--- config.mk ---
export PLATFORM = sky130hd
export DESIGN_NAME = jp_ctrl
export DESIGN_NICKNAME = d
export VERILOG_FILES = /design/src/rtl/jp_ctrl.sv
export SDC_FILE = /design/constraint.sdc
export NUM_CORES = 1
export LEC_CHECK = 0
export BUFFER_PORTS_ARGS = -buffer_cell sky130_fd_sc_hd__buf_2
export CAP_MARGIN = 30
export CORE_MARGIN = 8
export CORE_UTILIZATION = 45
export DETAILED_ROUTE_END_ITERATION = 6
export GPL_TIMING_DRIVEN = 0
export MAX_ROUTING_LAYER = met4
export PLACE_DENSITY = 0.73
export RECOVER_POWER = 25
export SYNTH_ARGS = -nofsm -noshare
export SYNTH_HDL_FRONTEND = slang
export SYNTH_SLANG_ARGS = --single-unit
export TNS_END_PERCENT = 10
--- constraint.sdc ---
create_clock -name clk_in -period 2.13 [get_ports clk_in]
set_input_delay 0.213 -clock clk_in [delete_from_list [all_inputs] [get_ports clk_in]]
set_output_delay 0.213 -clock clk_in [all_outputs]
set_load 0.01 [all_outputs]
--- src/rtl/jp_ctrl.sv ---
`default_nettype none
// ============================================================================
//  Module   : jp_ctrl
//  Purpose  : NES joypad controller. A free-running timer starts a poll of
//             both pads over the serial latch/clock protocol. Each poll fills
//             capture registers. The captures are then committed atomically
//             to the button registers pad1_q/pad2_q. The CPU reads the
//             committed buttons through the 0x4016/0x4017 strobe/shift
//             registers.
//  Ports    : clk_in       system clock
//             rst_in       synchronous active-high reset
//             ce_in        CPU bus-cycle commit pulse
//             a_in[15:0]   CPU address
//             r_nw_in      1 = read, 0 = write
//             d_in[7:0]    CPU write data (only bit 0 is used)
//             d_out[7:0]   CPU read data, 0 when not selected (OR-bus)
//             jp_data1_in  pad 1 serial data, active-low
//             jp_data2_in  pad 2 serial data, active-low
//             jp_clk       pad shift clock, registered, idle low
//             jp_latch     pad parallel-load latch, registered, idle low
//  Options  : JP_DEBOUNCE_EN - a capture commits only when it matches the
//             previous poll's capture.
//  Revision : 1.0 - initial release
// ============================================================================
module jp_ctrl #(
  parameter int unsigned CLK_DIV     = 25,
  parameter int unsigned POLL_PERIOD = 833333
) (
  input  logic        clk_in,
  input  logic        rst_in,
  input  logic        ce_in,
  input  logic [15:0] a_in,
  input  logic        r_nw_in,
  input  logic [7:0]  d_in,
  output logic [7:0]  d_out,
  input  logic        jp_data1_in,
  input  logic        jp_data2_in,
  output logic        jp_clk,
  output logic        jp_latch
);

  localparam int unsigned TMR_W = (POLL_PERIOD > 1) ? $clog2(POLL_PERIOD) : 1;
  // The divider must hold the latch length minus one, which is 2*CLK_DIV-1.
  localparam int unsigned DIV_W = $clog2(2 * CLK_DIV + 1);

  localparam logic [TMR_W-1:0] TMR_LAST   = TMR_W'(POLL_PERIOD - 1);
  localparam logic [DIV_W-1:0] LATCH_LAST = DIV_W'(2 * CLK_DIV - 1);
  localparam logic [DIV_W-1:0] HALF_LAST  = DIV_W'(CLK_DIV - 1);
  localparam logic [15:0]      ADDR_JOY1  = 16'h4016;
  localparam logic [15:0]      ADDR_JOY2  = 16'h4017;

  typedef enum logic [2:0] {
    S_IDLE   = 3'd0,
    S_LATCH  = 3'd1,
    S_SAMPLE = 3'd2,
    S_CLK_HI = 3'd3,
    S_CLK_LO = 3'd4,
    S_DONE   = 3'd5
  } state_t;

  state_t           state_q, state_d;
  logic [TMR_W-1:0] timer_q, timer_d;
  logic [DIV_W-1:0] div_q, div_d;
  logic [2:0]       idx_q, idx_d;
  logic [7:0]       cap1_q, cap1_d, cap2_q, cap2_d;
  logic [7:0]       pad1_q, pad1_d, pad2_q, pad2_d;
  logic [7:0]       sr1_q, sr1_d, sr2_q, sr2_d;
  logic             strobe_q, strobe_d;
  logic             jp_clk_q, jp_clk_d;
  logic             jp_latch_q, jp_latch_d;
`ifdef JP_DEBOUNCE_EN
  logic [7:0]       prev1_q, prev1_d, prev2_q, prev2_d;
`endif

  logic poll_req;
  logic wr_joy1, rd_joy1, rd_joy2;
  logic unused_d_in;

  assign unused_d_in = ^d_in[7:1];

  // --------------------------------------------------------------------------
  // Poll timer and pad-protocol FSM
  // --------------------------------------------------------------------------
  always_comb begin
    state_d  = state_q;
    div_d    = div_q;
    idx_d    = idx_q;
    cap1_d   = cap1_q;
    cap2_d   = cap2_q;
    pad1_d   = pad1_q;
    pad2_d   = pad2_q;
`ifdef JP_DEBOUNCE_EN
    prev1_d  = prev1_q;
    prev2_d  = prev2_q;
`endif

    poll_req = (timer_q == TMR_LAST);
    timer_d  = poll_req ? '0 : timer_q + TMR_W'(1);

    case (state_q)
      S_IDLE: begin
        // A request arriving mid-poll is dropped; the timer keeps running.
        if (poll_req) begin
          state_d = S_LATCH;
          div_d   = '0;
        end
      end
      S_LATCH: begin
        if (div_q == LATCH_LAST) begin
          state_d = S_SAMPLE;
          idx_d   = '0;
          div_d   = '0;
        end else begin
          div_d = div_q + DIV_W'(1);
        end
      end
      S_SAMPLE: begin
        // Pads drive low for a pressed button; store 1 = pressed.
        cap1_d[idx_q] = ~jp_data1_in;
        cap2_d[idx_q] = ~jp_data2_in;
        if (idx_q == 3'd7) begin
          state_d = S_DONE;
        end else begin
          state_d = S_CLK_HI;
          div_d   = '0;
        end
      end
      S_CLK_HI: begin
        if (div_q == HALF_LAST) begin
          state_d = S_CLK_LO;
          div_d   = '0;
        end else begin
          div_d = div_q + DIV_W'(1);
        end
      end
      S_CLK_LO: begin
        if (div_q == HALF_LAST) begin
          state_d = S_SAMPLE;
          idx_d   = idx_q + 3'd1;
          div_d   = '0;
        end else begin
          div_d = div_q + DIV_W'(1);
        end
      end
      S_DONE: begin
`ifdef JP_DEBOUNCE_EN
        // Commit only captures seen identically on two consecutive polls.
        if (cap1_q == prev1_q) pad1_d = cap1_q;
        if (cap2_q == prev2_q) pad2_d = cap2_q;
        prev1_d = cap1_q;
        prev2_d = cap2_q;
`else
        pad1_d = cap1_q;
        pad2_d = cap2_q;
`endif
        state_d = S_IDLE;
      end
      default: state_d = S_IDLE;
    endcase

    // Pad pins follow the state being entered, so they are glitch-free flops
    // and can never be high together.
    jp_latch_d = (state_d == S_LATCH);
    jp_clk_d   = (state_d == S_CLK_HI);
  end

  // --------------------------------------------------------------------------
  // CPU strobe / shift registers
  // --------------------------------------------------------------------------
  assign wr_joy1 = ce_in && !r_nw_in && (a_in == ADDR_JOY1);
  assign rd_joy1 = ce_in &&  r_nw_in && (a_in == ADDR_JOY1);
  assign rd_joy2 = ce_in &&  r_nw_in && (a_in == ADDR_JOY2);

  always_comb begin
    strobe_d = strobe_q;
    sr1_d    = sr1_q;
    sr2_d    = sr2_q;

    // pad*_q here is the pre-commit value when S_DONE commits in this cycle.
    if (strobe_q) begin
      sr1_d = pad1_q;
      sr2_d = pad2_q;
    end

    if (wr_joy1) begin
      strobe_d = d_in[0];
      sr1_d    = pad1_q;
      sr2_d    = pad2_q;
    end else if (!strobe_q) begin
      // Ones shift in from the top so reads past the eighth return 1.
      if (rd_joy1) sr1_d = {1'b1, sr1_q[7:1]};
      if (rd_joy2) sr2_d = {1'b1, sr2_q[7:1]};
    end
  end

  always_comb begin
    d_out = 8'h00;
    if (r_nw_in && (a_in == ADDR_JOY1)) d_out = {7'b0, sr1_q[0]};
    if (r_nw_in && (a_in == ADDR_JOY2)) d_out = {7'b0, sr2_q[0]};
  end

  assign jp_clk   = jp_clk_q;
  assign jp_latch = jp_latch_q;

  // --------------------------------------------------------------------------
  // State registers
  // --------------------------------------------------------------------------
  always_ff @(posedge clk_in) begin
    if (rst_in) begin
      state_q    <= S_IDLE;
      timer_q    <= '0;
      div_q      <= '0;
      idx_q      <= '0;
      cap1_q     <= '0;
      cap2_q     <= '0;
      pad1_q     <= '0;
      pad2_q     <= '0;
      sr1_q      <= '0;
      sr2_q      <= '0;
      strobe_q   <= 1'b0;
      jp_clk_q   <= 1'b0;
      jp_latch_q <= 1'b0;
`ifdef JP_DEBOUNCE_EN
      prev1_q    <= '0;
      prev2_q    <= '0;
`endif
    end else begin
      state_q    <= state_d;
      timer_q    <= timer_d;
      div_q      <= div_d;
      idx_q      <= idx_d;
      cap1_q     <= cap1_d;
      cap2_q     <= cap2_d;
      pad1_q     <= pad1_d;
      pad2_q     <= pad2_d;
      sr1_q      <= sr1_d;
      sr2_q      <= sr2_d;
      strobe_q   <= strobe_d;
      jp_clk_q   <= jp_clk_d;
      jp_latch_q <= jp_latch_d;
`ifdef JP_DEBOUNCE_EN
      prev1_q    <= prev1_d;
      prev2_q    <= prev2_d;
`endif
    end
  end

endmodule
`default_nettype wire

# Word level (Yosys, flattened, before mapping)
# Index checks and enable logic that the tools add are counted.
totals:
  ff_bits: 83
  latch_bits: 0
  ram_bits: 0
  rom_bits: 0
  input_bits: 30
  mem_count: 0
classes:
  addsub: 3
  multipliers: 0
  div: 0
  order_cmp: 2
  n_eq_ne: 17
  n_shift: 0
  muxes: 28
  bitwise: 2
  reduce_logical: 16
ops:
  columns: ["cell", "count"]
  rows:
  - ["$mux 8", 9]
  - ["$eq 16x15->1 const B", 2]
  - ["$mux 6", 4]
  - ["$pmux 6 s4", 1]
  - ["$mux 3", 7]
  - ["$add 20x1->20 const B", 1]
  - ["$eq 20x20->1 const B", 1]
  - ["$bwmux 8", 2]
  - ["$pmux 3 s5", 1]
  - ["$eq 3x2->1 const B", 3]
  - ["$eq 3x3->1 const B", 3]
  - ["$logic_and 1x1->1", 8]
  - ["$ne 2x2->1 const B", 4]
  - ["$add 6x1->6 const B", 1]
  - ["$eq 3x1->1 const B", 2]
  - ["$eq 6x5->1 const B", 1]
  - ["$eq 6x6->1 const B", 1]
  - ["$pmux 3 s2", 1]
  - ["$reduce_and 3->1", 2]
  - ["$lt 3x4->1 const B", 1]
  - ["$reduce_bool 4->1", 1]
  - ["$reduce_or 2->1", 2]
  - ["$add 3x1->3 const B", 1]
  - ["$demux 1 s3", 1]
  - ["6 further kinds", 8]

# Logic depth before layout (Yosys ltp)
logic_depth:
  ltp_word: 5
  depth_mapped: 7
  ltp_nobuf: 7

# Worst setup path before layout
# No wires, ideal clock.
synth_path:
  kind: "register -> register"
  startpoint: "reg timer_q[0]"
  endpoint: "reg div_q[0]"
  setup_ps: 126
  arrival_time_ps: 1763
  path_slack_ps: 241
  path_stages_with_launch: 7
  period_less_slack_ps: 1889
  path_cell_list: "dfxtp_1 -> inv_1 -> ha_1 -> or4b_1 -> or4_4 -> o31ai_4 -> o21ai_0"
synth_via:
  elab_chain_len: 3
synth_rtl:
  columns: ["item", "line_no", "text"]
  rows:
  - ["from (decl)", "62", "logic [TMR_W-1:0] timer_q, timer_d;"]
  - ["from (signal assigned)", "229", "timer_q <= timer_d;"]
  - ["$eq 20x20->1", "97", "poll_req = (timer_q == TMR_LAST);"]
  - ["$ne 2x2->1 (no line)", null, null]
  - ["$reduce_and 3->1 (no line)", null, null]
  - ["to (signal assigned)", "230", "div_q <= div_d;"]
  - ["to (decl)", "63", "logic [DIV_W-1:0] div_q, div_d;"]
# Every way passes these cells.
# A chain may end at the register's enable or synchronous reset.

# Worst setup path after layout
layout_path:
  startpoint: "reg timer_q[0]"
  endpoint: "reg div_q[1]"
# Same word-level chain as after synthesis.

==> metrics.md <==
| Metric | Value |
|---|---|
| Synth top cells by count | dfxtp_1 (83), nand2_1 (72), nor2_1 (54) |
| Cell variety after synth | 48 |
| Hold_buf cts | 0 |
| Total Die Area | 12000 sq um |
| Crit path launch type | register |
| DRT Pass-1 Iters | 4 |
| RSZ-0062 raised after global routing | true |
| Reg clk slew, reported paths | 0.08 ns |
| R2r worst-path depth | 6 |
| Hold WC Path Type | primary input to register |
| Fraction of layout cells with a size suffix above 1 | 11.0% |
| CP cell instances | inv_1, ha_1, or4b_4, or4_4, o31ai_4, o21ai_0 |
| Mapped Cells | 490 |
| # setup viols final | 0 |
| CP Class | register to register |
| Worst setup EP type | register |
| Design area | 4430 sq um |
| Critical Path AT | 2.31 ns |
| CTS buffer count | 9 |
| Cell Pwr Density | 628 nW/um^2 |
| Total of warnings raised by yosys | 0 |
| FF+latch count, synth | 83 |
| Largest net degree at the start of global routing | 15 |
| Critical Path RT | 2.36 ns |
| Avg Inst Size Synth | 8.06 sq um |
| Worst-path maximum fanout | 6 |
| Overall Power | 2.78 mW |
| Setup bufs post-CTS | 0 |
| Leakage power | 1.41 nW |
| Synth top area share | 42.1% |
| # Max-Cap Violations | 0 |
| Number of global-route vias before repair | 3414 |
| Final estimated routing congestion in global placement | 0.868 |
| Nets | 567 |
| Synth-to-layout area growth | 12.2% |
| Slew Limit Fails | 0 |
| Gr ovfl total | 0 |
| CTS tree | built |
| Placed cells | 627 |
| Slew margin rel. | 59.0% |
| Vias per inst | 5.30 |
| Register area share after synthesis | 42.1% |
| Worst slew pin tran | 0.608 ns |
| Leading area contributor after synthesis | dfxtp_1 |
| Status | finished, final reports clean |
| PortBufs | 23 |
| Synth async-reset ratio | 0% |
| Clock Latency Late Sink | 0.35 ns |
| WL per Instance | 13.3 microns |
| Post-Route WL | 8.56 mm |
| Initial Utilization | 45.8% |
| Iter 0 DRT Violations | 138 |
| Initial antenna violation count | 0 |
| Worst reg2reg path startpoint | timer_q[0] |
| Final hold viol count | 0 |
| Worst reg2reg endpoint | div_q[1] |
| Total global-route track usage | 15.4% |
| Die Ht | 110 microns |
| H-tree depth | 3 |
| # diodes | 0 |
| Final TNS setup | 0 ns |
| Finished Layout Cells | 643 |
| Worst path slowest cell | or4_4 |
| CTS Buffer Depth | 2 |
| # IOs | 40 |
| Core Box Area | 8640 sq um |
| Area contributors post-synth | dfxtp_1 (42%), nand2_1 (6.8%), nor2_1 (5.1%) |
| Number of enable flip-flop cells after synthesis | 0 |
| VDD IR max | 0.000454 V |
| Placement Cell Area | 4220 sq um |
| Critical path's largest stage delay | 0.51 ns |
| Worst Setup SP | timer_q[0] |
| Hold path start | d_in[0] |
| Syn Std Cell Area | 3950 sq um |
| Vias | 3411 |
| Row count | 34 |
| Root Buffer | clkbuf_8 |
| Final HPWL DP | 6.27 mm |
| First-pass GRT wire length | 14.7 mm |
| Most used DFF post-synth | dfxtp_1 |
| Worst R2R Setup Slack | 0.05 ns |
| CTS sink cnt | 83 |
| Minimum clock period | 2.08 ns |
| Die width | 110 microns |
| DRC | 0 |
| Critical Path End | div_q[1] |
| Routed Antenna Nets | 0 |
| Max Fclk | 480 MHz |
| Setup Skew | 0.00507 ns |
| Count leader, synth | dfxtp_1 |
| Crit share post-route | 97.7% |
[cell usage in the layout (no fill, tap or decap), drive strengths merged, types with 2 or more instances in the layout]
| master | synthesis | layout |
|---|---|---|
| buf | 16 | 34 |
| mux2 | 2 | 2 |
| xor2 | 7 | 7 |
| nor2 | 54 | 54 |
| nor3 | 15 | 15 |
| nand3 | 24 | 24 |
| dfxtp | 83 | 83 |
| nor2b | 4 | 4 |
| or3 | 18 | 18 |
| clkinv | 0 | 2 |
| inv | 13 | 13 |
| or4 | 2 | 2 |
| clkbuf | 18 | 33 |
| clkinvlp | 0 | 3 |
| a211oi | 16 | 16 |
| and4 | 2 | 2 |
| nand3b | 3 | 3 |
| mux2i | 17 | 17 |
| xnor2 | 12 | 12 |
| a21oi | 36 | 36 |
| and3 | 2 | 2 |
| nor4 | 6 | 6 |
| o21ai | 24 | 24 |
| ha | 7 | 7 |
| or2 | 3 | 3 |
| nand4 | 3 | 3 |
| nor3b | 6 | 6 |
| or4b | 2 | 2 |
| nand2b | 6 | 6 |
| conb | 1 | 7 |
| nand2 | 72 | 72 |
| and2 | 3 | 3 |
[where the power goes]
| group | switching, mW | internal [mW] | total (mW) | leakage (nW) |
|---|---|---|---|---|
| registers | 0.00532 | 1.55 | 1.56 | 0.669 |
| clock network | 0.573 | 0.542 | 1.11 | 0.0885 |
| logic | 0.0642 | 0.0443 | 0.108 | 0.656 |
[kinds of logic (layout without fill, tap and decap cells)]
family                   count (synthesis)  in the layout  synth area share [%]
buffers and inverters                   47             86                  5.45
multiplexers                            19             19                  4.88
AND/OR/NAND/NOR                        230            230                  28.5
flip-flops                              83             83                  42.1
other                                    1              7                0.0949
AO/OA/AOI/OAI                           84             84                  12.6
adder cells (fa/ha/maj)                  7              7                  2.22
XOR/XNOR                                19             19                  4.21
[through the flow]
| step | setup slack, ns | util, % | hold slack (ns) |
|---|---|---|---|
| 2_1_floorplan | 0.241 | - | 0.353 |
| 3_5_place_dp | 0.00859 | 48.9 | 0.449 |
| 5_1_grt | -0.0507 | 51.3 | 0.0990 |
| 4_1_cts | 0.0280 | 51.2 | 0.0873 |
| 6_report | 0.0480 | 51.3 | 0.102 |
| 3_3_place_gp | 0.0612 | 48.9 | 0.444 |
[worst min-delay path by stage]
stage / endpoint / slack [ns] / cells past startpoint
3_3_place_gp: pad2_q[7] / 0.44 / 2
5_1_grt: strobe_q / 0.1 / 3
4_1_cts: strobe_q / 0.09 / 3
3_5_place_dp: pad1_q[7] / 0.45 / 2
6_report: strobe_q / 0.10 / 3
2_1_floorplan: strobe_q / 0.35 / 2
[cell type report]
cell class	instances	area [sq um]
plain buffers	34	165
clock buffers	10	128
clock inverters	6	66.3
fillers	852	4200
inverters	13	48.8
multi-input cells	366	2120
flip-flops and latches	83	1660
well taps	108	135
repair buffers	23	111
[sequential cells by signal (all words and copies together) (netlist names), 3 cells and up]
signal	count
pad1_q	8
timer_q	20
pad2_q	8
sr2_q	8
cap1_q	8
sr1_q	8
idx_q	3
div_q	6
cap2_q	8
state_q	3
[worst max-delay path: cells and delay by family (launching register included)]
| family | cells | cell delay (ns) |
|---|---|---|
| buffers and inverters | 1 | 0.06 |
| AO/OA/AOI/OAI | 2 | 0.45 |
| AND/OR/NAND/NOR | 2 | 0.97 |
| adder cells (fa/ha/maj) | 1 | 0.13 |
| flip-flops | 1 | 0.35 |
[timing repair]
action                     CTS  global route
cloned                       0             0
pin swaps                    0             0
resized for setup            1             3
setup endpoints to repair    1            11
[routing by layer]
layer  GRT usage (%)  wire, microns  vias up  share of wire [%]
met5               -              0        -                  0
met4            7.04            158        0                1.8
met3            4.87            625       12                7.3
met2            25.2           4150       93                 48
met1            16.7           3630     1550                 42
li1                -              -     1756                  -
No activity file was read; power rests on OpenSTA's default activity.
